## config.mk

```make
export PLATFORM = sky130hd
export DESIGN_NAME = bird_control
export DESIGN_NICKNAME = d
export VERILOG_FILES = /design/src/rtl/bird_control.sv
export SDC_FILE = /design/constraint.sdc
export NUM_CORES = 1
export LEC_CHECK = 0
export BUFFER_PORTS_ARGS = -buffer_cell sky130_fd_sc_hd__buf_2
export CORE_MARGIN = 1
export CORE_UTILIZATION = 45
export CTS_BUF_LIST = sky130_fd_sc_hd__clkbuf_16
export CTS_CLUSTER_DIAMETER = 100
export CTS_CLUSTER_SIZE = 12
export DETAILED_ROUTE_END_ITERATION = 12
export GPL_TIMING_DRIVEN = 0
export PLACE_DENSITY = 0.73
export SYNTH_ARGS = -nofsm -noshare
export SYNTH_HDL_FRONTEND = slang
export SYNTH_SLANG_ARGS = --single-unit
export TNS_END_PERCENT = 5
```

## constraint.sdc

```tcl
create_clock -name clk -period 4.6 [get_ports clk]
set_input_delay 0.69 -clock clk [delete_from_list [all_inputs] [get_ports clk]]
set_output_delay 0.69 -clock clk [all_outputs]
set_load 0.005 [all_outputs]
```

## src/rtl/bird_control.sv

```systemverilog
// bird_control: per-bird flight sequencer. Drives the bird datapath's 4-bit
// control code each cycle: draw, wait for the frame tick, clear, step, settle,
// redraw. Handles edge bounce, shot latching and the shot/escape endings.
// Optional build macro: BIRD_RANDOM_TURN_EN adds an LFSR that occasionally
// reverses the horizontal direction on a flight step.
module bird_control #(
  parameter int TICK_DIV      = 833333,
  parameter int ESCAPE_FRAMES = 600,
  parameter int X_MAX         = 157,
  parameter int Y_MAX         = 117
) (
  input  logic       clk,
  input  logic       reset_n,
  input  logic       go,
  input  logic       hit,
  input  logic       enable,
  input  logic       flying,
  input  logic [7:0] Xpos,
  input  logic [6:0] Ypos,
  output logic [3:0] control,
  output logic       bird_active,
  output logic       bird_shot,
  output logic       bird_escaped
);

  localparam logic [3:0] C_HOLD       = 4'b0000;
  localparam logic [3:0] C_CLEAR      = 4'b0001;
  localparam logic [3:0] C_UP_LEFT    = 4'b0010;
  localparam logic [3:0] C_UP_RIGHT   = 4'b0011;
  localparam logic [3:0] C_PREHOLD    = 4'b0100;
  localparam logic [3:0] C_DRAW       = 4'b0101;
  localparam logic [3:0] C_DOWN_RIGHT = 4'b0110;
  localparam logic [3:0] C_DOWN_LEFT  = 4'b0111;
  localparam logic [3:0] C_SHOT       = 4'b1000;
  localparam logic [3:0] C_ESCAPE     = 4'b1001;
  localparam logic [3:0] C_NEW        = 4'b1010;

  localparam int TW = (TICK_DIV > 1) ? $clog2(TICK_DIV) : 1;

  typedef enum logic [2:0] {
    S_IDLE, S_NEW, S_DRAW, S_WAIT, S_CLEAR, S_STEP, S_SETTLE, S_DONE
  } state_t;

  typedef enum logic [1:0] {M_FLY, M_SHOT, M_ESC} mode_t;

  state_t        r_state, w_state_nxt;
  mode_t         r_mode;
  logic [TW-1:0] r_tick_cnt;
  logic          w_tick;
  logic [15:0]   r_frames;
  logic          r_hit_pend;
  logic          r_dx;          // 1 = moving right, 0 = moving left
  logic          r_dy;          // 1 = moving down,  0 = moving up
  logic          w_dx_bnc, w_dx_new, w_dy_new;
  logic [3:0]    r_control, w_ctrl_nxt, w_step_code;
  logic          r_active, r_shot, r_escaped;
  logic          w_wait_tick, w_step_take;

  assign control      = r_control;
  assign bird_active  = r_active;
  assign bird_shot    = r_shot;
  assign bird_escaped = r_escaped;

  assign w_tick      = (r_tick_cnt == TW'(TICK_DIV - 1));
  assign w_wait_tick = (r_state == S_WAIT) && w_tick;
  assign w_step_take = (r_state == S_CLEAR) && enable;

  // Free-running frame tick divider; never gated by the FSM
  always_ff @(posedge clk or negedge reset_n) begin
    if (!reset_n)    r_tick_cnt <= '0;
    else if (w_tick) r_tick_cnt <= '0;
    else             r_tick_cnt <= r_tick_cnt + TW'(1);
  end

  // Edge bounce from the current position, evaluated for the CLEAR->STEP edge
  always_comb begin
    w_dx_bnc = r_dx;
    if (r_dx && (Xpos >= 8'(X_MAX)))  w_dx_bnc = 1'b0;
    else if (!r_dx && (Xpos == 8'd0)) w_dx_bnc = 1'b1;
    w_dy_new = r_dy;
    if (!r_dy && (Ypos == 7'd0))            w_dy_new = 1'b1;
    else if (r_dy && (Ypos >= 7'(Y_MAX)))   w_dy_new = 1'b0;
  end

`ifdef BIRD_RANDOM_TURN_EN
  logic [7:0] r_lfsr;
  logic       w_lfsr_fb, w_turn;

  // x^8 + x^6 + x^5 + x^4 + 1
  assign w_lfsr_fb = r_lfsr[7] ^ r_lfsr[5] ^ r_lfsr[4] ^ r_lfsr[3];

  // LFSR advances once per frame tick
  always_ff @(posedge clk or negedge reset_n) begin
    if (!reset_n)    r_lfsr <= 8'hA5;
    else if (w_tick) r_lfsr <= {r_lfsr[6:0], w_lfsr_fb};
  end

  // A bounce this frame wins, and a turn never points the bird into a wall
  assign w_turn = (r_mode == M_FLY) && (r_lfsr[2:0] == 3'd0) &&
                  (w_dx_bnc == r_dx) &&
                  !(w_dx_bnc && (Xpos == 8'd0)) &&
                  !(!w_dx_bnc && (Xpos >= 8'(X_MAX)));
  assign w_dx_new = w_dx_bnc ^ w_turn;
`else
  assign w_dx_new = w_dx_bnc;
`endif

  // Step code from mode and the post-bounce direction
  always_comb begin
    w_step_code = C_HOLD;
    case (r_mode)
      M_SHOT:  w_step_code = C_SHOT;
      M_ESC:   w_step_code = C_ESCAPE;
      default: begin
        case ({w_dy_new, w_dx_new})
          2'b00:   w_step_code = C_UP_LEFT;
          2'b01:   w_step_code = C_UP_RIGHT;
          2'b10:   w_step_code = C_DOWN_LEFT;
          default: w_step_code = C_DOWN_RIGHT;
        endcase
      end
    endcase
  end

  // State register
  always_ff @(posedge clk or negedge reset_n) begin
    if (!reset_n) r_state <= S_IDLE;
    else          r_state <= w_state_nxt;
  end

  // Next-state decision
  always_comb begin
    w_state_nxt = r_state;
    case (r_state)
      S_IDLE:   if (go)     w_state_nxt = S_NEW;
      S_NEW:                w_state_nxt = S_DRAW;
      S_DRAW:   if (enable) w_state_nxt = S_WAIT;
      S_WAIT:   if (w_tick) w_state_nxt = S_CLEAR;
      S_CLEAR:  if (enable) w_state_nxt = S_STEP;
      S_STEP:               w_state_nxt = S_SETTLE;
      S_SETTLE: begin
        if ((r_mode != M_FLY) && !flying) w_state_nxt = S_DONE;
        else                              w_state_nxt = S_DRAW;
      end
      S_DONE:               w_state_nxt = S_IDLE;
      default:              w_state_nxt = S_IDLE;
    endcase
  end

  // Control code for the state being entered; registered below
  always_comb begin
    w_ctrl_nxt = C_HOLD;
    case (w_state_nxt)
      S_NEW:    w_ctrl_nxt = C_NEW;
      S_DRAW:   w_ctrl_nxt = C_DRAW;
      S_CLEAR:  w_ctrl_nxt = C_CLEAR;
      S_STEP:   w_ctrl_nxt = w_step_code;
      S_SETTLE: w_ctrl_nxt = C_PREHOLD;
      default:  w_ctrl_nxt = C_HOLD;
    endcase
  end

  // Registered outputs: control code, activity flag and one-cycle outcome pulses
  always_ff @(posedge clk or negedge reset_n) begin
    if (!reset_n) begin
      r_control <= C_HOLD;
      r_active  <= 1'b0;
      r_shot    <= 1'b0;
      r_escaped <= 1'b0;
    end else begin
      r_control <= w_ctrl_nxt;
      if (r_state == S_NEW)           r_active <= 1'b1;
      else if (w_state_nxt == S_DONE) r_active <= 1'b0;
      r_shot    <= (w_state_nxt == S_DONE) && (r_mode == M_SHOT);
      r_escaped <= (w_state_nxt == S_DONE) && (r_mode == M_ESC);
    end
  end

  // Flight bookkeeping: mode and frame count move on the WAIT tick
  always_ff @(posedge clk or negedge reset_n) begin
    if (!reset_n) begin
      r_mode   <= M_FLY;
      r_frames <= 16'd0;
    end else if (r_state == S_NEW) begin
      r_mode   <= M_FLY;
      r_frames <= 16'd0;
    end else if (w_wait_tick && (r_mode == M_FLY)) begin
      if (r_hit_pend)                                  r_mode   <= M_SHOT;
      else if (r_frames == 16'(ESCAPE_FRAMES - 1))     r_mode   <= M_ESC;
      else                                             r_frames <= r_frames + 16'd1;
    end
  end

  // Shot latch: any state, but only for a live bird still in flight
  always_ff @(posedge clk or negedge reset_n) begin
    if (!reset_n)                                       r_hit_pend <= 1'b0;
    else if (r_state == S_NEW)                          r_hit_pend <= 1'b0;
    else if (hit && r_active && (r_mode == M_FLY))      r_hit_pend <= 1'b1;
  end

  // Direction update on the CLEAR->STEP edge; persists across birds
  always_ff @(posedge clk or negedge reset_n) begin
    if (!reset_n) begin
      r_dx <= 1'b1;
      r_dy <= 1'b0;
    end else if (w_step_take) begin
      r_dx <= w_dx_new;
      r_dy <= w_dy_new;
    end
  end

endmodule

```

==> impl_metrics.toml <==
[outcome]
outcome = "completed"

[clocking]
clk_path_buf_depth = 2
clock_latency_ns = 0.29
post-cts-setup-buffers = 0
cts_hold_buffers = 0
cts_made_buffers = 5
clkSlewWorstSetupHoldPaths_ns = 0.07
cts_num_sinks = 51
root_buffer = "clkbuf_16"
h-tree-depth = 2
cts_tree = "yes"
cts_resized = 0

[setup_path]
crit_path_start = "Ypos[0]"
setup.worst_path.end_class = "register"
reg2reg_setup_slack_ns = 2.17
timing.rr.start = "r_tick_cnt[0]$_DFF_PN0_"
critPathMaxFanout = 3
r2r-end = "control[0]$_DFF_PN0_"
startpoint_type = "primary input"
crit_end = "control[0]$_DFF_PN0_"
crit_type = "in2reg"
worst_ep_arrival_time_ns = 2.87
critPathRequiredTime_ns = 4.75
worstRegToRegCells = 7

[die]
core_um2 = 5680
initial_core_util = 0.480
rows = 27
dieHeight_um = 79.8
num_io_pins = 28
die_w_um = 79.8
dieArea_um2 = 6370

[timing]
maxSlewHeadroom = 0.254
fin_crit_sh = 0.592
final-setup-viol-count = 0
skew_ns = 0.00985
clock.fmax_mhz = 367
tightest_slew_ns = 1.12
finalHoldViolations = 0
layout_setup_ws_ns = 1.88
period_needed_ns = 2.72
finalSetupTns_ns = 0
holdWs_ns = 0.485
slew_violations = 0
grt_setup_unrepaired = "false"

[route]
dr.pass1.iters = 4
drc_errors = 0
ant_nets = 0
routedWlPerCell_um = 14.7
routed_wl_um = 5800
routed_via_density = 5.73
drt_iter0_drc = 184
vias = 2263

[global_routing]
first_global_vias = 2257
antenna_found_initial = 0
grt_start_max_net_pins = 52
grt_overflow = 0
grt_pass1_wl_um = 10000
track_usage = 0.202

[logic_synthesis]
ys_ff_latch = 51
synth_area_leaders = "dfrtp_1 46%, nor2_1 4.3%, ha_1 3.7%"
synthArstFlopShare = 1.00
postSynthCellCount = 288
ys.flop_type = "dfrtp_1"
syn_nets = 317
yosysWarnings = 0
syn_avg_cell_area_um2 = 9.46
yosysTopAreaCell = "dfrtp_1"
yosysTopAreaCellShare = 0.459
yosysSeqAreaShare = 0.469
syn_area_um2 = 2720
synthDistinctLibCells = 44
synth_edf_count = 0

[final_layout]
diodes = 0
finalInstanceArea_um2 = 3120
fill_cells = 522
final_common_cell = "dfrtp_1"
final_cell_mix = "50 x dfrtp_1, 31 x nor2_1, 28 x buf_2"
area_growth_pct = 14.5
fin_nets = 351
layout-drive-gt1-share = 0.139
fin_util = 0.549

[placed_design]
routabilityCongestion = 0.807
portBuffers = 27
placedInstanceArea_um2 = 2950
place_ws_ns = 1.60
hpwlAfterDp_um = 4180

[pwr]
cellPowerDensity_nw_per_um2 = 285
ir_drop_mv = 0.192
leakage_uw = 0.00143

[min_path]
hold_path.class = "reg2reg"

[flow_run]
cap_violations = 0
kinds of logic after synthesis:
logic type,synth area share
AND/OR/NAND/NOR,0.266
AO/OA/AOI/OAI,0.117
flip-flops,0.469
XOR/XNOR,0.0643
buffers and inverters,0.0280
adder cells (fa/ha/maj),0.0367
multiplexers,0.0193
power by group:
part | leakage (uW) | internal, uW | total (uW) | switching (uW)
clock network | 0.0000838 | 256 | 418 | 161
registers | 0.000674 | 448 | 448 | 0.000000000000134
logic | 0.000669 | 7.81 | 21.7 | 13.8
total | 0.00143 | 713 | 888 | 175
state kept, by name, summed over array words and instances, names as in the netlist:
signal	count
r_mode	2
r_tick_cnt	20
r_dy	1
r_frames	16
r_hit_pend	1
control	4
bird_escaped	1
r_state	3
bird_shot	1
r_dx	1
bird_active	1
cell usage after synthesis, drive strengths merged, types with 8 or more instances:
| cell type | number |
|---|---|
| a21oi | 19 |
| and3 | 11 |
| dfrtp | 50 |
| ha | 8 |
| inv | 9 |
| nand2 | 21 |
| nand3 | 16 |
| nand4 | 9 |
| nor2 | 32 |
| o21ai | 15 |
| or3 | 9 |
| xnor2 | 10 |
| xor2 | 10 |
metal layers:
| layer | part of all wire | track usage | vias up |
|---|---|---|---|
| met5 | 0 | 0 | - |
| met4 | 0.013 | 0.0732 | 0 |
| met3 | 0.030 | 0.0366 | 7 |
| met2 | 0.48 | 0.333 | 36 |
| met1 | 0.47 | 0.263 | 1108 |
| li1 | - | - | 1112 |
worst min path at each step:
stage                             start                  endpoint  slack, ns  cells past startpoint
2_1_floorplan                   reset_n   bird_active$_DFFE_PN0P_       0.39                      0
4_1_cts        r_frames[15]$_DFFE_PN0P_  r_frames[15]$_DFFE_PN0P_       0.49                      1
3_5_place_dp   r_frames[15]$_DFFE_PN0P_  r_frames[15]$_DFFE_PN0P_       0.48                      1
6_report       r_frames[15]$_DFFE_PN0P_  r_frames[15]$_DFFE_PN0P_       0.49                      1
5_1_grt        r_frames[15]$_DFFE_PN0P_  r_frames[15]$_DFFE_PN0P_       0.50                      1
3_3_place_gp   r_frames[15]$_DFFE_PN0P_  r_frames[15]$_DFFE_PN0P_       0.47                      1
through the flow:
stage | power, uW | std cells
3_3_place_gp | 479 | 387
4_1_cts | 900 | 395
3_5_place_dp | 479 | 387
2_1_floorplan | 460 | 288
6_report | 888 | 395
5_1_grt | 923 | 395
final cells by class:
cell class / instances / area (um^2) / share of cell area
clock buffer: 5 / 125 / 0.0401
timing repair buffer: 27 / 135 / 0.0433
clock inverter: 3 / 43.8 / 0.0140
sequential: 51 / 1280 / 0.410
buffer: 9 / 42.5 / 0.0136
multi-input combinational: 219 / 1370 / 0.439
tap: 72 / 90.1 / 0.0289
inverter: 9 / 33.8 / 0.0108
worst max-delay path: stages:
cell	delay, ns
buf_2	0.09
or2_2	0.28
a21oi_1	0.18
a21oi_1	0.08
o21ai_0	0.38
ha_1	0.32
o21ai_0	0.25
o311ai_0	0.17
a221oi_1	0.42
Note: power is estimated with default switching activity, not from simulation.
